<file path="src/rtl/divider.sv">
// divider: iterative 32-bit restoring divider for MIPS DIV/DIVU.
// Produces one quotient bit per cycle (MSB first) over 32 cycles, then
// sign-corrects quotient (LO) and remainder (HI) on the way out.
module divider (
  input  logic        clk,
  input  logic        resetn,
  input  logic        div,
  input  logic        div_signed,
  input  logic [31:0] div_operand1,
  input  logic [31:0] div_operand2,
  input  logic        div_cancel,
  output logic        div_busy,
  output logic        div_complete,
  output logic [31:0] div_quotient,
  output logic [31:0] div_remainder
);

  typedef enum logic [1:0] {
    S_IDLE = 2'd0,
    S_RUN  = 2'd1,
    S_DONE = 2'd2
  } state_t;

  state_t      r_state;
  state_t      w_state_next;

  // Iteration counter: 0..31 while running.
  logic [5:0]  r_count;
  // Shift register: dividend magnitude bits leave at the top while
  // quotient bits enter at the bottom, so after 32 steps it holds the quotient.
  logic [31:0] r_quot;
  // Partial remainder; always below the divisor magnitude, so 32 bits suffice
  // once the shifted-in bit is accounted for in the 33-bit trial subtraction.
  logic [31:0] r_rem;
  logic [31:0] r_divisor;
  logic        r_quot_neg;
  logic        r_rem_neg;

  logic        w_start;
  logic        w_step;
  logic        w_last;
  logic [31:0] w_op1_mag;
  logic [31:0] w_op2_mag;
  logic [32:0] w_shifted;
  logic [32:0] w_diff;
  logic        w_qbit;
  logic [31:0] w_rem_next;
  logic [31:0] w_quot_next;
  logic [31:0] w_quot_fix;
  logic [31:0] w_rem_fix;

  // Operand magnitudes: only signed operands with the sign bit set are negated.
  assign w_op1_mag = (div_signed && div_operand1[31]) ? (~div_operand1 + 32'd1) : div_operand1;
  assign w_op2_mag = (div_signed && div_operand2[31]) ? (~div_operand2 + 32'd1) : div_operand2;

  // One restoring step: shift in the next dividend bit and trial-subtract.
  assign w_shifted   = {r_rem, r_quot[31]};
  assign w_diff      = w_shifted - {1'b0, r_divisor};
  assign w_qbit      = ~w_diff[32];
  assign w_rem_next  = w_diff[32] ? w_shifted[31:0] : w_diff[31:0];
  assign w_quot_next = {r_quot[30:0], w_qbit};

  // Sign fix-up applied to the final step's results.
  assign w_quot_fix = r_quot_neg ? (~w_quot_next + 32'd1) : w_quot_next;
  assign w_rem_fix  = r_rem_neg  ? (~w_rem_next  + 32'd1) : w_rem_next;

  assign w_step = (r_state == S_RUN) && !div_cancel;
  assign w_last = w_step && (r_count == 6'd31);

  // Status outputs are pure decodes of the state register.
  assign div_busy     = (r_state == S_RUN);
  assign div_complete = (r_state == S_DONE);

  // State register.
  always_ff @(posedge clk or negedge resetn) begin
    if (!resetn) begin
      r_state <= S_IDLE;
    end else begin
      r_state <= w_state_next;
    end
  end

  // Next-state logic; cancel outranks a start and aborts a running divide.
  always_comb begin
    w_state_next = r_state;
    w_start      = 1'b0;
    case (r_state)
      S_IDLE: begin
        if (div && !div_cancel) begin
          w_start      = 1'b1;
          w_state_next = S_RUN;
        end
      end
      S_RUN: begin
        if (div_cancel) begin
          w_state_next = S_IDLE;
        end else if (r_count == 6'd31) begin
          w_state_next = S_DONE;
        end
      end
      S_DONE: begin
        if (div && !div_cancel) begin
          w_start      = 1'b1;
          w_state_next = S_RUN;
        end else begin
          w_state_next = S_IDLE;
        end
      end
      default: begin
        w_state_next = S_IDLE;
      end
    endcase
  end

  // Datapath: latch operands on start, iterate while running.
  always_ff @(posedge clk or negedge resetn) begin
    if (!resetn) begin
      r_count    <= 6'd0;
      r_quot     <= 32'd0;
      r_rem      <= 32'd0;
      r_divisor  <= 32'd0;
      r_quot_neg <= 1'b0;
      r_rem_neg  <= 1'b0;
    end else if (w_start) begin
      r_count    <= 6'd0;
      r_quot     <= w_op1_mag;
      r_rem      <= 32'd0;
      r_divisor  <= w_op2_mag;
      // A zero divisor yields all-ones regardless of dividend sign, so the
      // quotient is never negated in that case.
      r_quot_neg <= div_signed && (div_operand1[31] ^ div_operand2[31]) &&
                    (div_operand2 != 32'd0);
      r_rem_neg  <= div_signed && div_operand1[31];
    end else if (w_step) begin
      r_count <= r_count + 6'd1;
      r_quot  <= w_quot_next;
      r_rem   <= w_rem_next;
    end
  end

  // Result registers: updated only on the final iteration, held otherwise.
  always_ff @(posedge clk or negedge resetn) begin
    if (!resetn) begin
      div_quotient  <= 32'd0;
      div_remainder <= 32'd0;
    end else if (w_last) begin
      div_quotient  <= w_quot_fix;
      div_remainder <= w_rem_fix;
    end
  end

endmodule

</file>
<file path="config.mk">
export PLATFORM = sky130hd
export DESIGN_NAME = divider
export DESIGN_NICKNAME = d
export VERILOG_FILES = /design/src/rtl/divider.sv
export SDC_FILE = /design/constraint.sdc
export NUM_CORES = 1
export LEC_CHECK = 0
export BUFFER_PORTS_ARGS = -buffer_cell sky130_fd_sc_hd__buf_2
export CORE_MARGIN = 5
export CORE_UTILIZATION = 35
export DETAILED_ROUTE_END_ITERATION = 8
export SLEW_MARGIN = 20
export SYNTH_ARGS = -nofsm -noshare
export SYNTH_HDL_FRONTEND = slang
export SYNTH_SLANG_ARGS = --single-unit
export TNS_END_PERCENT = 5
</file>
<file path="constraint.sdc">
create_clock -name clk -period 7.2 [get_ports clk]
set_clock_uncertainty 0.2 [all_clocks]
set_input_delay 0.36 -clock clk [delete_from_list [all_inputs] [get_ports clk]]
set_output_delay 0.36 -clock clk [all_outputs]
set_load 0.05 [all_outputs]
</file>
* After elaboration in Yosys (flattened, before gate mapping)
Cells that the tools add are included.
** Storage, ports and cells
- Flip-flop bits (word level) :: 170
- Bits of input ports :: 69
- Output and inout bits :: 66
- Word-level logic and storage cells :: 57
** Cells by class
- $add $sub $neg :: 6
- Eq/ne operators :: 5
- Multiplexer cells :: 18
- Bitwise logic cells :: 6
- Reductions and logical operators :: 13
** Operators by type and width (number)
- $mux W32 :: 9
- $add A32 B1 Y32 const B :: 4
- $not A32 Y32 :: 4
- $sub A33 B32 Y33 :: 1
- $reduce_bool A32 Y1 :: 1
- $mux W6 :: 2
- $logic_and A1 B1 Y1 :: 7
- $add A6 B1 Y6 const B :: 1
- $eq A6 B5 Y1 const B :: 1
- $mux W2 :: 3
- $pmux W2 S3 :: 1
- $mux W1 :: 3
- $ne A3 B2 Y1 const B :: 1
- $eq A2 B1 Y1 const B :: 1
- $eq A2 B2 Y1 const B :: 1
- $logic_not A2 Y1 :: 1
- $ne A2 B2 Y1 const B :: 1
- $reduce_and A2 Y1 :: 1
- $reduce_bool A2 Y1 :: 1
- $reduce_or A2 Y1 :: 1
- $logic_not A1 Y1 :: 1
- $not A1 Y1 :: 1
- $xor A1 B1 Y1 :: 1

* Depth between registers and ports, before layout
Gate-level depths: netlist (run 1).
- Depth in word-level cells :: 5
- Depth in mapped cells :: 25
- Depth with buffers taken out :: 20

* Worst setup path before layout (run 1)
OpenSTA, ideal clock, no wires.
- Path type :: register to register
- Start point :: register r_quot[31]
- End point :: register div_quotient[28]
- Library setup time :: 135 ps
- Arrival time :: 4781 ps
- Required time :: 6865 ps
- Path slack :: 2085 ps
- Stages on the path, launching flop included :: 24
- Path buffers :: 3
- Clock period less this slack :: 5115 ps
- Cell sequence :: dfrtp_1 > inv_1 > ha_1 > fa_1 > nand2b_1 > a211oi_1 > o31ai_1 > nand2_1 > a2111oi_4 > nor2_8 > inv_4 > buf_2 > buf_2 > buf_1 > ha_1 > nand2b_1 > nand2b_1 > or2_2 > nand2b_1 > nand2b_1 > nand2b_1 > o31ai_1 > xor2_1 > o21ai_0
** Between the ends
- Word-level cells in the longest chain between the ends :: 5
** RTL lines
- from (decl) :: RTL line 31 : logic [31:0] r_quot;
- from (signal assigned) :: RTL line 126 : r_quot <= w_op1_mag;
- from (signal assigned) :: RTL line 136 : r_quot <= w_quot_next;
- $sub A33 B32 Y33 :: RTL line 58 : assign w_diff = w_shifted - {1'b0, r_divisor};
- $not A1 Y1 :: RTL line 59 : assign w_qbit = ~w_diff[32];
- $not A32 Y32 :: RTL line 64 : assign w_quot_fix = r_quot_neg ? (~w_quot_next + 32'd1) : w_quot_next;
- $add A32 B1 Y32 :: RTL line 64
- $mux W32 :: RTL line 64
- to (signal assigned) :: RTL line 147 : div_quotient <= w_quot_fix;
- to (decl) :: RTL line 14 : output logic [31:0] div_quotient,
No other way between the ends.
A chain may end at the register's enable or synchronous reset.

* Final worst setup path (run 1)
- Start point :: register r_rem[21]
- End point :: register div_remainder[30]
** Between the ends
- Word-level cells in the longest chain between the ends :: 5
** RTL lines
- from (decl) :: RTL line 34 : logic [31:0] r_rem;
- from (signal assigned) :: RTL line 137 : r_rem <= w_rem_next;
- $sub A33 B32 Y33 :: RTL line 58
- $mux W32 (*) :: RTL line 60 : assign w_rem_next = w_diff[32] ? w_shifted[31:0] : w_diff[31:0];
- $not A32 Y32 :: RTL line 65 : assign w_rem_fix = r_rem_neg ? (~w_rem_next + 32'd1) : w_rem_next;
- $add A32 B1 Y32 :: RTL line 65
- $mux W32 (*) :: RTL line 65
- to (signal assigned) :: RTL line 148 : div_remainder <= w_rem_fix;
- to (decl) :: RTL line 15 : output logic [31:0] div_remainder
Mark *: on every way between the ends. The rest lies on a longest branch, timed or not.

==> results of run 1 <==
layer usage:
layer | share of wire [%] | GRT usage, %
met4 | 2.0 | 5.313
met5 | 0.14 | 0
met3 | 5.2 | 3.497
met2 | 44 | 29.56
met1 | 49 | 28.80
sequential cells by signal, indices dropped and copies added (netlist names):
signal and flops:
r_count 6, r_rem_neg 1, r_quot 32, r_quot_neg 1
div_remainder 32, r_state 2, div_quotient 32, r_divisor 32
r_rem 32
final timing paths:
kind,startpoint,endpoint,slack [ps],depth (start not counted)
max,r_rem[21],div_remainder[30],1520,15
min,div_operand2[31],r_divisor[31],10,3
max reg2reg,r_rem[21],div_remainder[30],1520,15
min reg2reg,div_remainder[11],div_remainder[11],280,2
max in group asynchronous,resetn,div_quotient[0],5310,3
min in group asynchronous,resetn,r_rem[7],180,2
power groups by stage:
stage | registers, µW | clock network, µW | logic, µW
floorplan | 1270 | 0 | 2630
global placement | 1340 | 0 | 3500
detailed placement | 1350 | 0 | 3510
CTS | 1330 | 959 | 3520
global route | 1360 | 1000 | 3900
finish | 1340 | 941 | 3560
critical path, cell delays in order, from the launching register on:
cell and delay (ps):
dfrtp_1 440, ha_1 430, and3_1 460, nand2_1 180
nor4_1 630, and2_1 250, a221o_1 480, nor2_8 140
inv_4 340, nor2_1 70, a21oi_1 230, ha_1 360
nand4bb_1 490, o311ai_1 430, a31oi_1 120, a311o_1 290
per-stage QoR:
step | power, µW | instance area, µm² | hold WS [ps] | setup slack, ps | utilization [%]
after detailed placement | 4859 | 12910 | 96.72 | 1650 | 38.51
after CTS | 5817 | 13530 | 1.900 | 1616 | 40.34
final | 5842 | 13540 | 10.97 | 1520 | 40.37
after global placement | 4845 | 12910 | 95.74 | 1816 | 38.51
after floorplan | 3897 | 11910 | -135.6 | 2085 | -
after global routing | 6263 | 13530 | 16.07 | 1172 | 40.36
kinds of logic after synthesis:
group                      Yosys count  share of synthesized area (%)
xor gates and xnor gates           137                          10.07
DFF                                170                          35.72
muxes                               28                          2.374
adders and majority gates           38                          4.055
AOI/OAI and AO/OA                  445                          23.25
and+or+nand+nor                    526                          20.14
buffers and inverters              131                          4.391
repair_timing:
item | 4_1_cts | 5_1_grt
endpoints found under the hold margin | 41 | 0
gates resized for setup | 0 | 0
hold buffers | 3 | 0
buffers inserted | 0 | 0
endpoints found under the setup margin | 0 | 0
cell usage after synthesis (all sizes together), types with 26 or more instances:
master / n / share of area, %
xor2: 63 / 4.6
clkbuf: 57 / 1.8
a31oi: 44 / 2.3
inv: 55 / 1.8
xnor2: 74 / 5.4
nor2: 104 / 3.4
a21oi: 83 / 3.5
o21ai: 187 / 7.9
nand2: 262 / 8.3
ha: 37 / 3.9
o31ai: 33 / 2.1
dfrtp: 170 / 36
mux2i: 26 / 2.2
area by class of cell:
| type | count | share of cell area [%] |
|---|---|---|
| Timing Repair Buffer | 144 | 5.638 |
| Antenna cell | 2 | 0.03697 |
| Sequential cell | 170 | 31.44 |
| Clock inverter | 13 | 1.109 |
| Inverter | 55 | 1.544 |
| Tap cell | 448 | 4.141 |
| Clock buffer | 19 | 3.198 |
| Multi-Input combinational cell | 1174 | 52.90 |
==> impl_metrics.py, run 1 <==
metrics = {
    "cells_and_area": {
        "syn_to_final_growth_pct": 13.66,
        "multiInputGateArea_um2": 7161,
        "mostFrequentLayoutCell": "nand2_1",
        "drive_gt1_share_pct": 12.38,
        "finalNonFillerCells": 2025,
        "nNetsFinal": 1669,
        "fillCellCount": 3487,
        "final_cell_mix": "nand2_1 (260), o21ai_0 (183), dfrtp_1 (169), buf_2 (133), nor2_1 (101)",
        "register_area_um2": 4255,
    },
    "clock_tree": {
        "path_clk_slew_ps": 80,
        "clock_path_buffers": 2,
        "cts-htree-levels": 4,
        "cts_buffers": 17,
        "ctsRootBufferMaster": "clkbuf_16",
        "cts_tree": "done",
        "clk_latency_ps": 440,
        "clkSinkCount": 170,
    },
    "power": {
        "ir_drop_mv": 0.2298,
        "combPwrFrac_pct": 61.0,
        "p_sw_uw": 2952,
        "sw_frac_of_total_pct": 50.53,
        "cell_internal_pwr_uw": 2890,
        "leakage_uw": 0.006014,
        "cellPowerDensity_nw_per_um2": 431.6,
        "p_seq_share_pct": 22.9,
        "clock_power_share_pct": 16.1,
    },
    "detailed_routing": {
        "drt_iter0_drc": 770,
        "dr.pass1.iters": 5,
        "route.detailed.drc": 0,
        "routed_wl_um": 37790,
        "num_vias": 11072,
        "detail-route-antenna-nets": 0,
        "vias_per_cell": 5.468,
        "wire_per_inst_um": 18.66,
    },
    "placed_design": {
        "detailed_place_hpwl_um": 28780,
        "dp_cells": 1988,
        "gp_congestion": 0.9256,
        "io_buffers": 134,
    },
    "logic_synthesis": {
        "ys.flop_type": "dfrtp_1",
        "avgSynthCellArea_um2": 8.075,
        "syn_inst": 1475,
        "yosysWarnings": 0,
        "ys_seq_area_share_pct": 35.72,
        "synth_fp_nets": 1582,
        "async_flop_share_pct": 100.0,
        "synth_edf_count": 0,
        "synth_seq_cells": 170,
        "netlist_area_um2": 11910,
        "netlist-cell-type-count": 74,
    },
    "floorplan": {
        "core-area_um2": 33530,
        "design.die.area_um2": 37820,
        "rows": 67,
        "io_pins": 135,
        "die_y_um": 194.5,
        "dieWidth_um": 194.5,
        "start_util_pct": 35.52,
    },
    "sta": {
        "max_slew_margin_pct": 29.63,
        "post-route-min-period_ps": 5680,
        "setup_viol": 0,
        "rsz0062_at_grt": "false",
        "tns_ps": 0,
        "final_max_slew_viol_count": 0,
        "tightest_slew_ps": 1053,
        "fmax_mhz": 176.1,
        "finalCritPeriodShare_pct": 78.89,
        "hold_viol": 0,
    },
    "min_path": {
        "hp-class": "in -> reg",
    },
    "worst_setup_path": {
        "arrival_ps": 5810,
        "worst-path-max-fanout": 36,
        "crit_type": "reg -> reg",
        "crit_path_start_kind": "flip-flop",
        "end_kind": "flip-flop",
        "cp.required_ps": 7330,
    },
    "outcome": {
        "status": "complete, no violations",
    },
    "global_route": {
        "overflow": 0,
        "grt_max_degree": 119,
        "grt_pass1_wl_um": 59640,
        "grt_pass1_vias": 10479,
        "grt.total_usage_pct": 19.55,
        "antenna_found_initial": 5,
    },
    "run": {
        "cap_violations": 0,
    },
}
(Power assumes the default switching activity.)
==> run 2: changes to the inputs <==
==> constraint.sdc (replaced) <==
create_clock -name clk -period 5.2 [get_ports clk]
set_clock_uncertainty 0.2 [all_clocks]
set_input_delay 0.26 -clock clk [delete_from_list [all_inputs] [get_ports clk]]
set_output_delay 0.26 -clock clk [all_outputs]
set_load 0.05 [all_outputs]
==> run 2 against run 1 <==
Net effect: routed wire length increased by 2.4%; fmax rose by 15%; cell count is 2.9% higher; largest power group unchanged; clock-buffer cell count down 2; worst setup slack lost 1300 ps; first-iteration DRC count increased by 1.8%; combinational power rose by 42%; sequential share of layout area shrank 1.2 points; utilization rose by 1.7 points; critical path depth is 4 higher; sequential cell count is the same; critical path type unchanged; clock power increased by 40%.
==> impl_metrics.py, run 2 (synthesis results as in run 1) <==
metrics = {
    "min_path": {
        "hp-class": "in -> reg",
    },
    "worst_setup_path": {
        "crit_chain": "inv_1 > ha_1 > fa_1 > nand2b_1 > a211oi_1 > o31ai_1 > nand2_1 > a2111oi_4 > nor2_8 > inv_4 > buf_4 > nor2_1 > a21oi_1 > ha_1 > nand4bb_1 > buf_4 > o311ai_1 > a31oi_1 > a311o_1",
        "crit_type": "reg -> reg",
        "crit_family": "compound AO/OA/AOI/OAI gates",
        "worst-path-max-fanout": 14,
        "crit_path_start_kind": "flip-flop",
        "cp.required_ps": 5320,
        "end_kind": "flip-flop",
        "slowest_stage": "o31ai_1",
        "worst-path-buf-inv": 4,
        "crit_path_max_incr_delay_ps": 570,
        "arrival_ps": 5070,
        "reg2reg_setup_slack_ps": 250,
    },
    "floorplan": {
        "io_pins": 135,
        "dieWidth_um": 194.5,
        "rows": 67,
        "design.die.area_um2": 37820,
        "core-area_um2": 33530,
        "start_util_pct": 35.52,
        "die_y_um": 194.5,
    },
    "detailed_routing": {
        "num_vias": 11230,
        "drt_iter0_drc": 784,
        "vias_per_cell": 5.391,
        "route.detailed.drc": 0,
        "wire_per_inst_um": 18.58,
        "dr.pass1.iters": 5,
        "detail-route-antenna-nets": 0,
        "routed_wl_um": 38700,
    },
    "placed_design": {
        "detailed_place_hpwl_um": 29330,
        "pre_cts_slack_ps": 365.8,
        "gp_congestion": 0.9267,
        "io_buffers": 134,
    },
    "clock_tree": {
        "path_clk_slew_ps": 70,
        "post_cts.repair.setup_buffers": 0,
        "clock_path_buffers": 2,
        "clkSinkCount": 170,
        "cts_buffers": 17,
        "cts_tree": "done",
        "clk_latency_ps": 440,
        "cts-htree-levels": 4,
        "ctsRootBufferMaster": "clkbuf_16",
    },
    "power": {
        "leakage_uw": 0.006290,
        "ir_drop_mv": 0.2902,
        "cellPowerDensity_nw_per_um2": 582.3,
    },
    "sta": {
        "tns_ps": 0,
        "finalCritPeriodShare_pct": 95.12,
        "setup_slack_ps": 253.6,
        "hold_ws_ps": 13.18,
        "rsz0062_at_grt": "false",
        "post-route-min-period_ps": 4946,
        "fmax_mhz": 202.2,
        "max_slew_margin_pct": 30.91,
        "tightest_slew_ps": 1036,
        "setup_viol": 0,
        "hold_viol": 0,
        "final_max_slew_viol_count": 0,
    },
    "cells_and_area": {
        "syn_to_final_growth_pct": 18.32,
        "final_cell_mix": "nand2_1 (260), o21ai_0 (183), dfrtp_1 (170), buf_2 (133), nor2_1 (101)",
        "mostFrequentLayoutCell": "nand2_1",
        "fin_util_pct": 42.03,
        "drive_gt1_share_pct": 13.10,
        "nNetsFinal": 1729,
    },
    "global_route": {
        "grt_max_degree": 86,
        "antenna_found_initial": 2,
        "grt_pass1_vias": 10789,
        "grt_pass1_wl_um": 62310,
        "grt.total_usage_pct": 20.32,
        "overflow": 0,
    },
    "run": {
        "cap_violations": 0,
    },
    "outcome": {
        "status": "complete, no violations",
    },
}
==> run 2: tightest hold or removal path, cell delays in order <==
cell and delay (ps):
buf_2 90, xnor2_1 110, o21ai_0 150
==> run 2: layout make-up <==
class                           count  area (µm²)
Antenna cell                        1       2.502
Clock buffer                       17       425.4
Clock inverter                     14       163.9
Fill cell                        3422       19440
Inverter                           55       209.0
Multi-Input combinational cell   1174        7162
Sequential cell                   170        4254
Tap cell                          448       560.5
Timing Repair Buffer              204        1315
==> run 2: final timing paths <==
check | from | cells past startpoint | to
max in group asynchronous | resetn | 3 | div_quotient[9]
min | div_operand2[12] | 3 | r_divisor[12]
min reg2reg | div_remainder[15] | 2 | div_remainder[15]
max reg2reg | r_quot[31] | 19 | div_remainder[30]
min in group asynchronous | resetn | 2 | r_rem[5]
max | r_quot[31] | 19 | div_remainder[30]
==> run 2: metrics by stage <==
stage | instance area (µm²) | std cells | total power [µW]
2_1_floorplan | 11910 | 1475 | 5396
3_3_place_gp | 13050 | 2006 | 6758
3_5_place_dp | 13050 | 2006 | 6796
4_1_cts | 14080 | 2081 | 8177
5_1_grt | 14090 | 2083 | 8854
6_report | 14090 | 2083 | 8207
==> run 2: where the power goes <==
part,switching (µW),leakage (µW),internal [µW]
sequential,283,0.00224,1540
clock,597,0.000293,719
combinational,3140,0.00376,1920
total,4020,0.00629,4190
==> run 2: timing repair <==
| item | in CTS | in global routing |
|---|---|---|
| hold buffers | 44 | 1 |
| setup endpoints to repair | 0 | 2 |
| hold endpoints to repair | 123 | 1 |
| resized for setup | 0 | 1 |
==> run 2: metal layers <==
metal / vias to the layer above / part of all wire (%) / track usage [%]
met4: 2 / 1.6 / 4.922
met1: 5337 / 49 / 29.90
met5: - / 0.034 / 0
met3: 41 / 5.5 / 3.653
li1: 5536 / - / -
met2: 314 / 44 / 31.05
==> run 3: changes to the inputs <==
--- a/config.mk
+++ b/config.mk
@@ -9,6 +9,7 @@
 export CORE_MARGIN = 5
 export CORE_UTILIZATION = 35
 export DETAILED_ROUTE_END_ITERATION = 8
+export REMOVE_ABC_BUFFERS = 1
 export SLEW_MARGIN = 20
 export SYNTH_ARGS = -nofsm -noshare
 export SYNTH_HDL_FRONTEND = slang
==> run 3 against run 2 <==
Net effect: worst hold slack worse by 6.3 ps; critical endpoint unchanged; clock power is 4% higher; total power is 0.46% higher; register-to-register slack better by 340 ps; largest power group unchanged; critical path depth is 4 lower; critical path type unchanged.
==> impl_metrics.py, run 3 (synthesis results as in run 1) <==
metrics = {
    "outcome": {
        "status": "complete, no violations",
    },
    "worst_setup_path": {
        "slowest_stage": "a221o_1",
        "end_kind": "flip-flop",
        "worst-r2r-cell-count": 15,
        "r2r-end": "div_remainder[30]",
        "crit_chain": "ha_1 > a21o_1 > a31o_1 > a311oi_2 > nor2_2 > a221o_1 > nor2_8 > buf_4 > buf_4 > a31oi_1 > nand4bb_1 > buf_4 > o311ai_1 > a31oi_1 > a311o_1",
        "crit_path_max_incr_delay_ps": 450,
        "crit_type": "reg -> reg",
        "worst-path-max-fanout": 24,
        "cp.required_ps": 5330,
        "crit_path_start_kind": "flip-flop",
        "cpMostUsedCell": "buf_4",
        "r2r_start": "r_rem[16]",
        "reg2reg_setup_slack_ps": 600,
        "crit_start": "r_rem[16]",
        "arrival_ps": 4730,
    },
    "sta": {
        "max_slew_margin_pct": 25.38,
        "tns_ps": 0,
        "rsz0062_at_grt": "false",
        "finalCritPeriodShare_pct": 88.53,
        "fmax_mhz": 217.2,
        "final_max_slew_viol_count": 0,
        "tightest_slew_ps": 1117,
        "setup_viol": 0,
        "hold_viol": 0,
        "post-route-min-period_ps": 4603,
        "hold_ws_ps": 6.866,
    },
    "floorplan": {
        "io_pins": 135,
        "rows": 67,
        "die_y_um": 194.5,
        "start_util_pct": 35.52,
        "design.die.area_um2": 37820,
        "dieWidth_um": 194.5,
        "core-area_um2": 33530,
    },
    "cells_and_area": {
        "nNetsFinal": 1749,
        "multiInputGateArea_um2": 7161,
        "fillCellCount": 3440,
        "final_cell_area_um2": 14310,
        "final_cell_mix": "nand2_1 (260), o21ai_0 (183), dfrtp_1 (170), buf_2 (133), nor2_1 (101)",
        "drive_gt1_share_pct": 13.13,
        "syn_to_final_growth_pct": 20.15,
        "finalNonFillerCells": 2102,
        "register_area_um2": 4254,
        "mostFrequentLayoutCell": "nand2_1",
    },
    "placed_design": {
        "io_buffers": 134,
        "detailed_place_hpwl_um": 27170,
        "gp_congestion": 0.9003,
        "dp_cells": 2012,
        "postPlaceCellArea_um2": 13110,
    },
    "detailed_routing": {
        "drt_iter0_drc": 747,
        "wire_per_inst_um": 17.81,
        "dr.pass1.iters": 6,
        "routed_wl_um": 37440,
        "num_vias": 11336,
        "route.detailed.drc": 0,
        "detail-route-antenna-nets": 0,
        "vias_per_cell": 5.393,
    },
    "clock_tree": {
        "cts_tree": "done",
        "cts_buffers": 17,
        "post_cts.repair.setup_buffers": 0,
        "cts-htree-levels": 4,
        "clk_latency_ps": 450,
        "clock_path_buffers": 2,
        "path_clk_slew_ps": 70,
        "ctsResizeCount": 0,
        "clkSinkCount": 170,
        "ctsRootBufferMaster": "clkbuf_16",
    },
    "min_path": {
        "hold_depth": 3,
        "hp-class": "in -> reg",
        "hold_start": "div_operand2[15]",
        "whs_endpoint": "r_divisor[15]",
    },
    "global_route": {
        "grt_pass1_wl_um": 60640,
        "grt_max_degree": 171,
        "grt_pass1_vias": 11190,
        "antenna_found_initial": 1,
        "grt_util_met2_pct": 31.71,
        "busiest_layer": "met2",
        "use_met1_pct": 26.61,
        "grt.total_usage_pct": 19.58,
        "overflow": 0,
        "grt_use_met3_pct": 3.740,
    },
    "power": {
        "cellPowerDensity_nw_per_um2": 576.1,
        "ir_drop_mv": 0.2919,
        "finalPower_uw": 8244,
        "leakage_uw": 0.006380,
    },
    "run": {
        "cap_violations": 0,
    },
}
[run 3: changes by cell type in the layout (fill, tap and decap cells not counted), moves of 2 or more]
cell and change:
clkinv_4 -3, clkinvlp_4 +2, dlygate4sd3_1 +14, clkinv_2 -2, clkbuf_8 +3, buf_4 +4
[run 3: critical path, delay by kind of cell, from the launching register on]
kind                       cells  cell delay [ps]
DFF                            1              430
adders and majority gates      1              420
AOI/OAI and AO/OA              8             2050
and+or+nand+nor                3              460
buffers and inverters          3              910
[run 3: metal layers]
metal,up-vias,wire [µm]
met5,-,0
met4,0,897
met3,51,1845
met2,308,17340
met1,5406,17360
li1,5571,-
[run 3: cell type report]
cell class                      instances  area share (%)
Clock buffer                           21           3.288
Clock inverter                          9          0.9530
Tap cell                              448           3.917
Timing Repair Buffer                  224           10.60
Multi-Input combinational cell       1174           50.04
Inverter                               55           1.460
Sequential cell                       170           29.73
Antenna cell                            1         0.01749
[run 3: how the worst max path moves through the flow]
| stage | to | slack [ps] | depth (start not counted) |
|---|---|---|---|
| after global placement | div_quotient[28] | 710 | 19 |
| final | div_remainder[30] | 600 | 15 |
| after CTS | div_quotient[28] | 610 | 20 |
| after detailed placement | div_quotient[28] | 640 | 20 |
| after global routing | div_quotient[28] | 190 | 19 |
| after floorplan | div_remainder[30] | -540 | 6 |
[run 3: what timing repair did]
| item | CTS | global route |
|---|---|---|
| hold buffers | 59 | 0 |
| hold endpoints to repair | 228 | 0 |
| endpoints found under the setup margin | 0 | 0 |
[run 3: power by group]
part	switching, µW	leakage (µW)	total, µW	internal (µW)
combinational	3070	0.00385	5040	1970
clock	580	0.000292	1370	794
sequential	284	0.00224	1830	1540
total	3940	0.00638	8240	4310
[run 3: through the flow]
step	util, %	worst slack, ps
after floorplan	-	-545.0
after global placement	39.09	710.9
after detailed placement	39.09	637.6
after CTS	42.66	614.7
after global routing	42.68	192.5
final	42.68	596.5
